### src/rtl/pattern_serializer.sv
// Serializes one decoded UART command: shifts a pattern out LSB first, each bit
// held for a fast or slow period chosen by its frequency bit, one-shot or continuous.
module pattern_serializer #(
   parameter int DATA_BIT  = 16,
   parameter int FAST_DIV  = 10,
   parameter int SLOW_DIV  = 20,
   parameter int DIV_WIDTH = 8
) (
   input  logic                clk,
   input  logic                rst_n,
   input  logic                i_load,
   input  logic [DATA_BIT-1:0] i_output_pattern,
   input  logic [DATA_BIT-1:0] i_freq_pattern,
   input  logic                i_mode,
   input  logic                i_start,
   input  logic                i_stop,
   output logic                o_serial,
   output logic                o_busy,
   output logic                o_bit_tick,
   output logic                o_done_tick
);

   localparam int IDX_W = (DATA_BIT > 1) ? $clog2(DATA_BIT) : 1;
   localparam logic [IDX_W-1:0]     LAST_IDX  = IDX_W'(DATA_BIT - 1);
   localparam logic [DIV_WIDTH-1:0] FAST_LOAD = DIV_WIDTH'(FAST_DIV - 1);
   localparam logic [DIV_WIDTH-1:0] SLOW_LOAD = DIV_WIDTH'(SLOW_DIV - 1);

   typedef enum logic [1:0] {
      S_IDLE,
      S_RUN,
      S_DONE
   } state_t;

   state_t               state, state_nx;
   logic [DATA_BIT-1:0]  pend_pattern, pend_pattern_nx;
   logic [DATA_BIT-1:0]  pend_freq, pend_freq_nx;
   logic                 pend_mode, pend_mode_nx;
   logic [DATA_BIT-1:0]  work_pattern, work_pattern_nx;
   logic [DATA_BIT-1:0]  work_freq, work_freq_nx;
   logic                 work_mode, work_mode_nx;
   logic [IDX_W-1:0]     index, index_nx;
   logic [DIV_WIDTH-1:0] counter, counter_nx;
   logic                 done_pending, done_pending_nx;

   function automatic logic [DIV_WIDTH-1:0] period_load(input logic fast);
      return fast ? FAST_LOAD : SLOW_LOAD;
   endfunction

   // Next-state logic; outputs are later registered from these next values so
   // they line up with the state they describe without any input-to-output path.
   always_comb begin
      state_nx        = state;
      pend_pattern_nx = pend_pattern;
      pend_freq_nx    = pend_freq;
      pend_mode_nx    = pend_mode;
      work_pattern_nx = work_pattern;
      work_freq_nx    = work_freq;
      work_mode_nx    = work_mode;
      index_nx        = index;
      counter_nx      = counter;
      done_pending_nx = 1'b0;

      if (i_load) begin
         pend_pattern_nx = i_output_pattern;
         pend_freq_nx    = i_freq_pattern;
         pend_mode_nx    = i_mode;
      end

      case (state)
         S_IDLE: begin
            if (i_start && !i_stop) begin
               // A load in the same cycle as start feeds the new pass directly.
               if (i_load) begin
                  work_pattern_nx = i_output_pattern;
                  work_freq_nx    = i_freq_pattern;
                  work_mode_nx    = i_mode;
               end else begin
                  work_pattern_nx = pend_pattern;
                  work_freq_nx    = pend_freq;
                  work_mode_nx    = pend_mode;
               end
               index_nx   = '0;
               counter_nx = period_load(work_freq_nx[0]);
               state_nx   = S_RUN;
            end
         end

         S_RUN: begin
            if (i_stop) begin
               state_nx = S_IDLE;
            end else if (counter == '0) begin
               if (index != LAST_IDX) begin
                  index_nx   = index + 1'b1;
                  counter_nx = period_load(work_freq[index_nx]);
               end else if (!work_mode) begin
                  state_nx = S_DONE;
               end else begin
                  work_pattern_nx = pend_pattern;
                  work_freq_nx    = pend_freq;
                  work_mode_nx    = pend_mode;
                  index_nx        = '0;
                  counter_nx      = period_load(pend_freq[0]);
                  done_pending_nx = 1'b1;
               end
            end else begin
               counter_nx = counter - 1'b1;
            end
         end

         S_DONE: begin
            state_nx = S_IDLE;
         end

         default: begin
            state_nx = S_IDLE;
         end
      endcase
   end

   always_ff @(posedge clk or negedge rst_n) begin
      if (!rst_n) begin
         state        <= S_IDLE;
         pend_pattern <= '0;
         pend_freq    <= '0;
         pend_mode    <= 1'b0;
         work_pattern <= '0;
         work_freq    <= '0;
         work_mode    <= 1'b0;
         index        <= '0;
         counter      <= '0;
         done_pending <= 1'b0;
         o_serial     <= 1'b0;
         o_busy       <= 1'b0;
         o_bit_tick   <= 1'b0;
         o_done_tick  <= 1'b0;
      end else begin
         state        <= state_nx;
         pend_pattern <= pend_pattern_nx;
         pend_freq    <= pend_freq_nx;
         pend_mode    <= pend_mode_nx;
         work_pattern <= work_pattern_nx;
         work_freq    <= work_freq_nx;
         work_mode    <= work_mode_nx;
         index        <= index_nx;
         counter      <= counter_nx;
         done_pending <= done_pending_nx;
         o_serial     <= (state_nx == S_RUN) ? work_pattern_nx[index_nx] : 1'b0;
         o_busy       <= (state_nx != S_IDLE);
         o_bit_tick   <= (state_nx == S_RUN) && (counter_nx == '0);
         o_done_tick  <= (state_nx == S_DONE) || done_pending_nx;
      end
   end

endmodule

### config.mk
export PLATFORM = sky130hd
export DESIGN_NAME = pattern_serializer
export DESIGN_NICKNAME = d
export VERILOG_FILES = /design/src/rtl/pattern_serializer.sv
export SDC_FILE = /design/constraint.sdc
export NUM_CORES = 1
export LEC_CHECK = 0
export ABC_AREA = 0
export CAP_MARGIN = 10
export CORE_MARGIN = 4
export CORE_UTILIZATION = 35
export CTS_CLUSTER_SIZE = 30
export DETAILED_ROUTE_END_ITERATION = 12
export PLACE_DENSITY_LB_ADDON = 0.3
export SKIP_LAST_GASP = 1
export SLEW_MARGIN = 20
export SYNTH_ARGS = -nofsm -noshare
export SYNTH_HDL_FRONTEND = slang
export SYNTH_SLANG_ARGS = --single-unit
### constraint.sdc
create_clock -name clk -period 2.96 [get_ports clk]
set_input_delay 0.74 -clock clk [delete_from_list [all_inputs] [get_ports clk]]
set_output_delay 0.74 -clock clk [all_outputs]
set_load 0.02 [all_outputs]
==> metrics <==
cell area after synthesis=4329 um2; GRT met1 Usage=18.79%; FF-to-FF Start=counter[1]$_DFF_PN0_; Post-DP HPWL=6.950 mm; Final Cell Area=5512 um2; via count=3231; worst min path class=input pin to asynchronous set/reset pin; endpoints failing setup=0; fin worst setup slack=0.1195 ns; Clk network pwr share=36.4%; # diodes=0; FF-to-FF path depth=10; area added between synthesis and finish=27.31%; Slew headroom=62.47%; worst flop-to-flop path endpoint=o_serial$_DFF_PN0_; Core Region=12060 um2; Hold Buf Count CTS=0; PD cells=638.6 nW/um2; CTS tree=yes; clk buf depth=2; Synth Warn #=0; Post-CTS Resized=0; Top-Level Pins=42; vias in the first global route=3273; Data required, critical path=3.17 ns; post-route clock period utilization=95.96%; Initial Util=35.89%; initial antenna violation count=0; sequential cell area fraction in the yosys report=48.55%; Yosys top cell area share=48.55%; LEAKAGE=2.476 nW; fill count=1124; combinational share of power=22.3%; Post-CTS Setup Bufs=0; RSZ-0062 raised after global routing=no; clk slew on worst S/H paths=0.06 ns; vias per cell=5.137; setup slack, reg-to-reg=0.32 ns; DRC violations left=0; GR Util met2=23.10%; maximum vdd drop=0.3690 mV; Worst Skew=0.007661 ns; pre-CTS WS=-0.2134 ns; Final Hold Fails=0; CTS Buf Count=9; largest net degree at the start of global routing=85; CP Class=input pin to register; width of the die=119.2 um; row cnt=40; WL final=9.531 mm; DR WL/cell=15.15 um; die area=14210 um2; clock root buffer=clkbuf_16; Synth Area per Inst=11.24 um2; GPL Wtd Cong=0.8143; Final Critical Period=2.841 ns; DRT iter0 DRCs=71; number of max-cap violations=0; Synth Register Bits=84; crit path launch=i_stop; actual slew at the worst max-slew pin=0.5618 ns; Antenna Nets Post-Route=0; global-route usage over all layers=13.96%; worst-skew pair later-pin latency=0.33 ns; sequential power share=41.3%; Final Max Tran Viols=0; grt met3 use=2.517%; htree depth=3; Buffers on Ports=41; Setup crit start kind=input pin; switching part of the total=27.26%; distinct cell type count after synthesis=69; Final #Nets=496; total gr overflow=0; first-pass GRT wire length=16.24 mm; Crit path arrival time=3.05 ns; Placed Area=5171 um2; Synthesized Nets=425; internal power=0.002560 W; Pre-Repair DR Iteration Count=4; status=finished, final reports clean; Psw=0.0009596 W; Syn Inst Count=385; Die Height=119.2 um; FMAX=352.0 MHz; Post-synth ARST share=100.0%; Setup crit end kind=register; Top FF cell, synth=dfrtp_1; Synth area leaders=dfrtp_1 (49%), mux2_2 (8.1%), mux2i_1 (4.6%); largest area contributor in the netlist=dfrtp_1; global routing's busiest layer=met2; critical path endpoint=o_serial$_DFF_PN0_; Crit Path Max Fanout=22; clk sinks=84; number of synthesized flops with an enable pin=0; share of layout cells above drive strength 1=24.73%
## synth_stat cells (3+ instances only)
| cell | count |
|---|---|
| a211o_1 | 3 |
| a21o_1 | 6 |
| a21oi_1 | 8 |
| a221o_1 | 9 |
| a22o_1 | 3 |
| a31oi_1 | 3 |
| and2_1 | 11 |
| and3_1 | 3 |
| buf_2 | 11 |
| clkbuf_1 | 9 |
| dfrtp_1 | 84 |
| inv_1 | 8 |
| inv_2 | 4 |
| mux2_2 | 31 |
| mux2i_1 | 20 |
| mux4_2 | 3 |
| nand2_1 | 38 |
| nand3_1 | 12 |
| nor2_1 | 11 |
| nor2b_1 | 3 |
| nor3_1 | 4 |
| nor4_1 | 3 |
| o2111ai_1 | 3 |
| o211a_1 | 3 |
| o21a_1 | 4 |
| o21ai_0 | 29 |
| o31ai_1 | 4 |
## sequential cells by signal (all words and copies together) (netlist names), 2 cells and up
name and flops:
work_pattern 16, pend_pattern 16, counter 8, index 4, state 2, pend_freq 16, work_freq 16
## power by group through the flow
stage / combinational [W] / sequential [W] / clock, W
after CTS: 0.000792 / 0.00145 / 0.00131
after detailed placement: 0.000787 / 0.00148 / 0
after global placement: 0.000778 / 0.00147 / 0
after floorplan: 0.000529 / 0.00143 / 0
after global routing: 0.000866 / 0.00148 / 0.00136
final: 0.000786 / 0.00145 / 0.00128
## worst max-delay path, cell delays in order
cell and delay [ns]:
clkdlybuf4s50_1 0.39, buf_4 0.16, nor4b_4 0.29, buf_4 0.30, a41oi_2 0.09, mux2i_4 0.18
inv_2 0.11, a211o_1 0.25, a31o_1 0.21, o31ai_1 0.25, a21oi_1 0.07
## through the flow
stage          hold slack (ns)  setup TNS [ns]  total power [W]  cells  utilization (%)
2_1_floorplan           0.4387               0         0.001960    385                -
3_3_place_gp            0.4540         -0.1955         0.002246    613            42.87
5_1_grt                 0.4791               0         0.003702    629            45.70
3_5_place_dp            0.4607         -0.3332         0.002262    613            42.87
4_1_cts                 0.4548               0         0.003552    629            45.70
6_report                0.4231               0         0.003520    629            45.70
## kinds of logic (layout without fill, tap and decap cells)
family | count (synthesis) | after routing | share of synthesized area (%)
mux | 55 | 55 | 14.77
simple gates | 110 | 110 | 15.32
buf+inv | 36 | 112 | 3.612
compound gates | 98 | 98 | 17.17
flops | 84 | 84 | 48.56
fa+ha+maj | 2 | 2 | 0.5779
## worst min-delay path by stage
stage	cells past startpoint	to	slack, ns	start
final	2	pend_freq[3]$_DFF_PN0_	0.42	rst_n
after global routing	2	pend_freq[2]$_DFF_PN0_	0.48	rst_n
after CTS	2	pend_freq[15]$_DFF_PN0_	0.45	rst_n
after detailed placement	2	work_pattern[1]$_DFF_PN0_	0.46	pend_pattern[1]$_DFF_PN0_
after global placement	2	work_pattern[1]$_DFF_PN0_	0.45	pend_pattern[1]$_DFF_PN0_
after floorplan	0	counter[0]$_DFF_PN0_	0.44	rst_n
## placed cells by master, fill, tap and decap left out, drive strengths merged, types with 4 or more instances in the layout
master         count
dfrtp             84
buf               44
clkdlybuf4s50     40
nand2             39
mux2              31
o21ai             30
mux2i             21
inv               13
nand3             12
nor2              11
and2              11
clkbuf            10
a221o              9
a21oi              8
a21o               6
nor3               5
nor4               5
o31ai              4
o21a               4
a211o              4
## area by class of cell
| cell class | instances | area, um2 | area share [%] |
|---|---|---|---|
| clock buffer | 10 | 229.0 | 4.154 |
| tap | 168 | 210.2 | 3.814 |
| timing repair buffer | 84 | 743.2 | 13.48 |
| multi-input combinational | 265 | 2071 | 37.57 |
| clock inverter | 6 | 111.4 | 2.020 |
| sequential | 84 | 2102 | 38.14 |
| inverter | 12 | 45.04 | 0.8173 |
## metal layers
layer	up-vias	share of wire, %
li1	1578	-
met1	1585	48
met2	56	48
met3	12	2.8
met4	0	1.1
met5	-	0
(Power assumes the default switching activity.)
